[config.mk]
export PLATFORM = sky130hd
export DESIGN_NAME = calendar_counter_flat
export DESIGN_NICKNAME = d
export VERILOG_FILES = /design/src/rtl/calendar_counter_if.sv /design/src/rtl/calendar_counter.sv /design/src/flat_wrapper.sv
export SDC_FILE = /design/constraint.sdc
export NUM_CORES = 1
export LEC_CHECK = 0
export CAP_MARGIN = 25
export CORE_MARGIN = 1
export CORE_UTILIZATION = 48
export CTS_BUF_LIST = sky130_fd_sc_hd__clkbuf_4 sky130_fd_sc_hd__clkbuf_8
export CTS_CLUSTER_SIZE = 24
export DETAILED_ROUTE_END_ITERATION = 8
export PLACE_DENSITY = 0.82
export SYNTH_ARGS = -nofsm -noshare
export SYNTH_HDL_FRONTEND = slang
export SYNTH_SLANG_ARGS = --single-unit
[constraint.sdc]
create_clock -name clk -period 2.11 [get_ports clk]
set_input_delay 0.422 -clock clk [delete_from_list [all_inputs] [get_ports clk]]
set_output_delay 0.422 -clock clk [all_outputs]
set_load 0.01 [all_outputs]
[src/rtl/calendar_counter_if.sv]
// rtl/calendar_counter_if.sv - command and date bundle for the calendar counter
//
// Purpose: groups the tick/load command inputs, the external days-in-month
//          value and the registered date outputs of calendar_counter.
// Signals:
//   tick        one-cycle pulse, advance date by one day
//   load        one-cycle pulse, load date from load_* fields
//   load_year   year to load (0 = 2000)
//   load_month  month to load, 1..12
//   load_day    day to load, 1..31
//   load_wday   weekday to load, 0 = Sunday .. 6 = Saturday
//   dim         days in month for the current year/month outputs
//   year/month/day/wday  current date, registered
//   busy        high during the load-check cycle
//   year_wrap   one-cycle pulse when the year wraps to 0
// Modports: master drives commands and dim, slave is the counter.
interface calendar_counter_if;
    logic       tick;
    logic       load;
    logic [6:0] load_year;
    logic [6:0] load_month;
    logic [4:0] load_day;
    logic [2:0] load_wday;
    logic [4:0] dim;
    logic [6:0] year;
    logic [6:0] month;
    logic [4:0] day;
    logic [2:0] wday;
    logic       busy;
    logic       year_wrap;

    modport master (
        output tick, load, load_year, load_month, load_day, load_wday, dim,
        input  year, month, day, wday, busy, year_wrap
    );

    modport slave (
        input  tick, load, load_year, load_month, load_day, load_wday, dim,
        output year, month, day, wday, busy, year_wrap
    );
endinterface

[src/rtl/calendar_counter.sv]
// rtl/calendar_counter.sv - day/month/year/weekday counter with load and check
//
// Purpose: keeps a calendar date that advances one day per tick. A load
//          captures a sanitised date and spends one CHECK cycle clamping the
//          day to the days-in-month value supplied externally on bus.dim.
//          Ticks that collide with a load or arrive during CHECK are held in
//          a single pending flag and applied on the first IDLE cycle after.
// Ports:
//   clk    rising-edge clock
//   rst_n  asynchronous active-low reset
//   bus    calendar_counter_if.slave (commands in, date out)
// Parameters:
//   YEAR_MAX  highest year value before wrapping to 0
module calendar_counter #(
    parameter int YEAR_MAX = 99
) (
    input  logic               clk,
    input  logic               rst_n,
    calendar_counter_if.slave  bus
);

    localparam logic [6:0] YMAX = 7'(YEAR_MAX);

    typedef enum logic {
        IDLE  = 1'b0,
        CHECK = 1'b1
    } state_t;

    state_t     state_q;
    state_t     state_d;

    logic [6:0] year_q;
    logic [6:0] month_q;
    logic [4:0] day_q;
    logic [2:0] wday_q;
    logic       wrap_q;
    logic       pending_q;

    // Next date if an advance happens this cycle.
    logic [6:0] adv_year;
    logic [6:0] adv_month;
    logic [4:0] adv_day;
    logic [2:0] adv_wday;
    logic       adv_wrap;

    // Sanitised load fields.
    logic [6:0] san_year;
    logic [6:0] san_month;
    logic [4:0] san_day;
    logic [2:0] san_wday;

    // ------------------------------------------------------------------
    // State register
    // ------------------------------------------------------------------
    always_ff @(posedge clk or negedge rst_n) begin
        if (!rst_n) begin
            state_q <= IDLE;
        end else begin
            state_q <= state_d;
        end
    end

    // ------------------------------------------------------------------
    // Next-state logic: a load in IDLE always costs exactly one CHECK cycle.
    // ------------------------------------------------------------------
    always_comb begin
        state_d = state_q;
        unique case (state_q)
            IDLE:    if (bus.load) state_d = CHECK;
            CHECK:   state_d = IDLE;
            default: state_d = IDLE;
        endcase
    end

    // ------------------------------------------------------------------
    // Output logic
    // ------------------------------------------------------------------
    always_comb begin
        bus.busy = 1'b0;
        if (state_q == CHECK) bus.busy = 1'b1;
    end

    assign bus.year      = year_q;
    assign bus.month     = month_q;
    assign bus.day       = day_q;
    assign bus.wday      = wday_q;
    assign bus.year_wrap = wrap_q;

    // ------------------------------------------------------------------
    // Date advance. Rolling on day >= dim (not ==) means an out-of-range
    // day still rolls into the next month instead of counting upward.
    // ------------------------------------------------------------------
    always_comb begin
        adv_year  = year_q;
        adv_month = month_q;
        adv_day   = day_q + 5'd1;
        adv_wrap  = 1'b0;
        if (day_q >= bus.dim) begin
            adv_day = 5'd1;
            if (month_q >= 7'd12) begin
                adv_month = 7'd1;
                if (year_q >= YMAX) begin
                    adv_year = 7'd0;
                    adv_wrap = 1'b1;
                end else begin
                    adv_year = year_q + 7'd1;
                end
            end else begin
                adv_month = month_q + 7'd1;
            end
        end
        adv_wday = (wday_q >= 3'd6) ? 3'd0 : wday_q + 3'd1;
    end

    // ------------------------------------------------------------------
    // Load sanitising
    // ------------------------------------------------------------------
    always_comb begin
        san_year  = (bus.load_year > YMAX) ? 7'd0 : bus.load_year;
        san_month = (bus.load_month == 7'd0 || bus.load_month > 7'd12) ? 7'd1 : bus.load_month;
        san_day   = (bus.load_day == 5'd0) ? 5'd1 : bus.load_day;
        san_wday  = (bus.load_wday > 3'd6) ? 3'd0 : bus.load_wday;
    end

    // ------------------------------------------------------------------
    // Date, wrap pulse and pending-tick registers
    // ------------------------------------------------------------------
    always_ff @(posedge clk or negedge rst_n) begin
        if (!rst_n) begin
            year_q    <= 7'd0;
            month_q   <= 7'd1;
            day_q     <= 5'd1;
            wday_q    <= 3'd6;
            wrap_q    <= 1'b0;
            pending_q <= 1'b0;
        end else begin
            wrap_q <= 1'b0;
            unique case (state_q)
                IDLE: begin
                    if (bus.load) begin
                        // A load wins over any advance; a pending tick stays
                        // pending and is applied once the new CHECK is done.
                        year_q  <= san_year;
                        month_q <= san_month;
                        day_q   <= san_day;
                        wday_q  <= san_wday;
                        if (bus.tick) pending_q <= 1'b1;
                    end else if (pending_q || bus.tick) begin
                        year_q  <= adv_year;
                        month_q <= adv_month;
                        day_q   <= adv_day;
                        wday_q  <= adv_wday;
                        wrap_q  <= adv_wrap;
                        // The held tick goes first; a fresh tick in the same
                        // cycle becomes the new pending one.
                        if (pending_q) pending_q <= bus.tick;
                    end
                end
                CHECK: begin
                    if (day_q > bus.dim) day_q <= bus.dim;
                    if (bus.tick) pending_q <= 1'b1;
                end
                default: ;
            endcase
        end
    end

endmodule

[src/flat_wrapper.sv]
// flat-port wrapper written by rule: the top's interface ports become plain ports
module calendar_counter_flat 
#(
    parameter int YEAR_MAX = 99
)
  (clk, rst_n, bus_tick, bus_load, bus_load_year, bus_load_month, bus_load_day, bus_load_wday, bus_dim, bus_year, bus_month, bus_day, bus_wday, bus_busy, bus_year_wrap);
  calendar_counter_if bus_i ();
  input  logic clk;
  input  logic rst_n;
  input wire logic [$bits(bus_i.tick)-1:0] bus_tick;
  input wire logic [$bits(bus_i.load)-1:0] bus_load;
  input wire logic [$bits(bus_i.load_year)-1:0] bus_load_year;
  input wire logic [$bits(bus_i.load_month)-1:0] bus_load_month;
  input wire logic [$bits(bus_i.load_day)-1:0] bus_load_day;
  input wire logic [$bits(bus_i.load_wday)-1:0] bus_load_wday;
  input wire logic [$bits(bus_i.dim)-1:0] bus_dim;
  output wire logic [$bits(bus_i.year)-1:0] bus_year;
  output wire logic [$bits(bus_i.month)-1:0] bus_month;
  output wire logic [$bits(bus_i.day)-1:0] bus_day;
  output wire logic [$bits(bus_i.wday)-1:0] bus_wday;
  output wire logic [$bits(bus_i.busy)-1:0] bus_busy;
  output wire logic [$bits(bus_i.year_wrap)-1:0] bus_year_wrap;
  assign bus_i.tick = bus_tick;
  assign bus_i.load = bus_load;
  assign bus_i.load_year = bus_load_year;
  assign bus_i.load_month = bus_load_month;
  assign bus_i.load_day = bus_load_day;
  assign bus_i.load_wday = bus_load_wday;
  assign bus_i.dim = bus_dim;
  assign bus_year = bus_i.year;
  assign bus_month = bus_i.month;
  assign bus_day = bus_i.day;
  assign bus_wday = bus_i.wday;
  assign bus_busy = bus_i.busy;
  assign bus_year_wrap = bus_i.year_wrap;
  calendar_counter #(.YEAR_MAX(YEAR_MAX)) u_core (.clk(clk), .rst_n(rst_n), .bus(bus_i));
endmodule
==> flow_summary.ini <==
[outcome]
status = finished, final reports clean

[floorplanning]
die_w_microns = 62.54
core_sq_um = 3416
start_util_pct = 51.50
fp.dieH_microns = 62.54
rows = 21
io_pins = 55
design.die.area_sq_um = 3911

[pwr]
p_leak_nw = 1.152
p_sw_uw = 907.6
p_int_mw = 1.409
power_frac_seq_pct = 36.0
peakVddDrop_mv = 0.5987
p_comb_share_pct = 54.7
p_sw_share_pct = 39.18
power_density_nw_per_um2 = 894.0
p_clk_share_pct = 9.4

[worst_setup_path]
ff2ff_path_depth = 8
critPathArrivalTime_ns = 2.33
cp_max_fo = 6
ff2ff_setup_slack_ns = 0.06
cp-start-kind = input pin
critPathCapture = u_core.bus.day[3]
crit_start = bus_dim[1]
reg2reg_from = u_core.bus.day[0]
cp-end-kind = flop
critPathKind = input pin to flop
worstReg2RegEnd = u_core.bus.day[3]
cp.required_ns = 2.33

[synth]
syn_area_sq_um = 1759
synth_edf_count = 0
synth_xor_area_share_pct = 0
synth.avg_cell_area_sq_um = 9.115
synth_top_cell_by_area = dfrtp_1
async_flop_share_pct = 100.0
synth_warnings = 0
yosys-top-cells-area = dfrtp_1 30%, ha_1 7.1%, dfstp_2 6.0%
synth_top_family_by_area = compound AO/OA/AOI/OAI gates
ys_seq_elements = 25
synth_cell_type_count = 53
yosysTopAreaCellShare_pct = 29.87
ys_seq_area_share_pct = 35.85
synth-compound-area-share_pct = 27.74
ys.flop_type = dfrtp_1
synth_mux_area_share_pct = 2.845
synthAdderAreaFrac_pct = 7.112
synthSimpleGateAreaFrac_pct = 20.41
syn_nets = 234
syn_inst = 193

[drt]
drc = 0
routed.top_layer = met4
vias = 1835
wl_met2_microns = 2049
ant_nets = 0
met3WireLength_microns = 243
drt_iter0_drc = 88
vias_per_cell = 5.881
finalWirelength_microns = 4357
wl_per_cell_microns = 13.96
wl_met1_microns = 2022
drt_first_pass_iters = 4

[clock_tree]
cts.sinks = 25
cts-htree-levels = 1
clkTransAtPathRegs_ns = 0.15
cts_tree = done
clk_path_buf_depth = 2
cts_buffers = 3
cts-root-buf = clkbuf_4
clkLatencyLatePin_ns = 0.33
holdBufCountCts = 0

[layout]
multi_input_area_sq_um = 1106
area_growth_pct = 47.30
antennaDiodeCount = 0
mostFrequentLayoutCells = 53 x clkdlybuf4s50_1, 22 x buf_4, 20 x dfrtp_1, 19 x nand2_1, 14 x inv_1
drive_gt1_share_pct = 19.92
seq_area_sq_um = 631.9
nFillCells = 268
layout.cells.non_filler = 312
final_common_cell = clkdlybuf4s50_1
fin_nets = 308

[flow_run]
cap_violations = 0

[grt]
gr-total-overflow = 0
grt_max_degree = 26
grt_antenna_before_repair = 0
grt_use_total_pct = 22.28
grt_pass1_wl_microns = 7238
grt_pass1_vias = 1643

[timing]
worstMarginPinSlew_ns = 0.4853
rsz0062_at_grt = yes
tns_ns = 0
slew_headroom_pct = 67.50
fmax_ghz = 0.4741
final-setup-viol-count = 0
slew_viol_final = 0
period_share_pct = 99.97
finalCriticalPeriod_ns = 2.109
clock_skew_ns = 0.01687
hold_viol_final = 0

[placement]
dp_cells = 306
place_congestion = 0.9069
numPortBuffers = 54
dp_hpwl_microns = 3233

[worst_hold_path]
min_path_type = input pin to asynchronous set/reset pin
[cells in the mapped netlist (all sizes together) (5+ instances only)]
cell type  count
nor2          10
dfrtp         21
a32oi          6
ha            10
a31oi          6
nand3          6
nand2         21
inv           16
o21ai          8
a21oi          8
o211ai         6
and3           5
nor3           7
[metal layers]
layer / vias to the layer above / track usage, %
met5: - / 0
met4: 0 / 5.814
met3: 4 / 2.007
met2: 79 / 37.64
met1: 872 / 30.48
li1: 880 / -
[final cells by class]
cell class / instances / area share [%]
Inverter: 16 / 2.318
Clock inverter: 1 / 0.1931
Timing Repair Buffer: 76 / 27.33
Multi-Input combinational cell: 145 / 42.68
Clock buffer: 3 / 0.8691
Sequential cell: 25 / 24.38
Tap cell: 46 / 2.221
[state kept, by name (all words and copies together) (netlist names)]
signal / count
u_core.bus.month: 7
u_core.bus.year: 7
u_core.bus.day: 5
u_core.bus.wday: 3
u_core.bus.year_wrap: 1
u_core.pending_q: 1
u_core.state_q: 1
[power by group through the flow]
stage,Clock [mW],Combinational (mW),Sequential [mW]
2_1_floorplan,0,0.586,0.857
3_3_place_gp,0,1.15,0.832
3_5_place_dp,0,1.17,0.831
4_1_cts,0.224,1.20,0.822
5_1_grt,0.246,1.38,0.862
6_report,0.217,1.27,0.833
[per-stage QoR]
step	instance area (sq um)	total power [mW]	hold WS, ns	setup slack [ns]	util (%)
CTS	2502	2.242	0.4535	-0.02201	73.26
finish	2591	2.317	0.4431	0.0007094	75.86
floorplan	1759	1.443	0.1264	0.1103	-
global route	2591	2.491	0.4505	-0.05387	75.86
detailed placement	2461	2.006	0.5011	-0.4305	72.05
global placement	2461	1.986	0.4967	-0.3500	72.05
[worst min path at each step]
stage,to,depth (start not counted)
floorplan,u_core.bus.day[1],0
global route,u_core.bus.day[1],2
CTS,u_core.bus.day[1],2
global placement,u_core.bus.month[4],1
detailed placement,u_core.bus.month[4],1
finish,u_core.bus.day[1],2
[kinds of logic after synthesis]
logic type,after synthesis
flip-flops,25
AND/OR/NAND/NOR,65
AO/OA/AOI/OAI,66
buffers and inverters,23
multiplexers,4
adder cells (fa/ha/maj),10
[what timing repair did]
item | CTS | global route
endpoints found under the setup margin | 14 | 15
pin swaps | 3 | 13
resized for setup | 3 | 12
buffers inserted | 0 | 2
[worst max-delay path, cell delays in order]
cell	delay, ns
clkdlybuf4s50_1	0.49
inv_1	0.06
ha_1	0.37
a21oi_4	0.09
o211ai_1	0.43
buf_4	0.21
o22ai_2	0.05
a22o_1	0.20
Note: power is estimated with default switching activity, not from simulation.
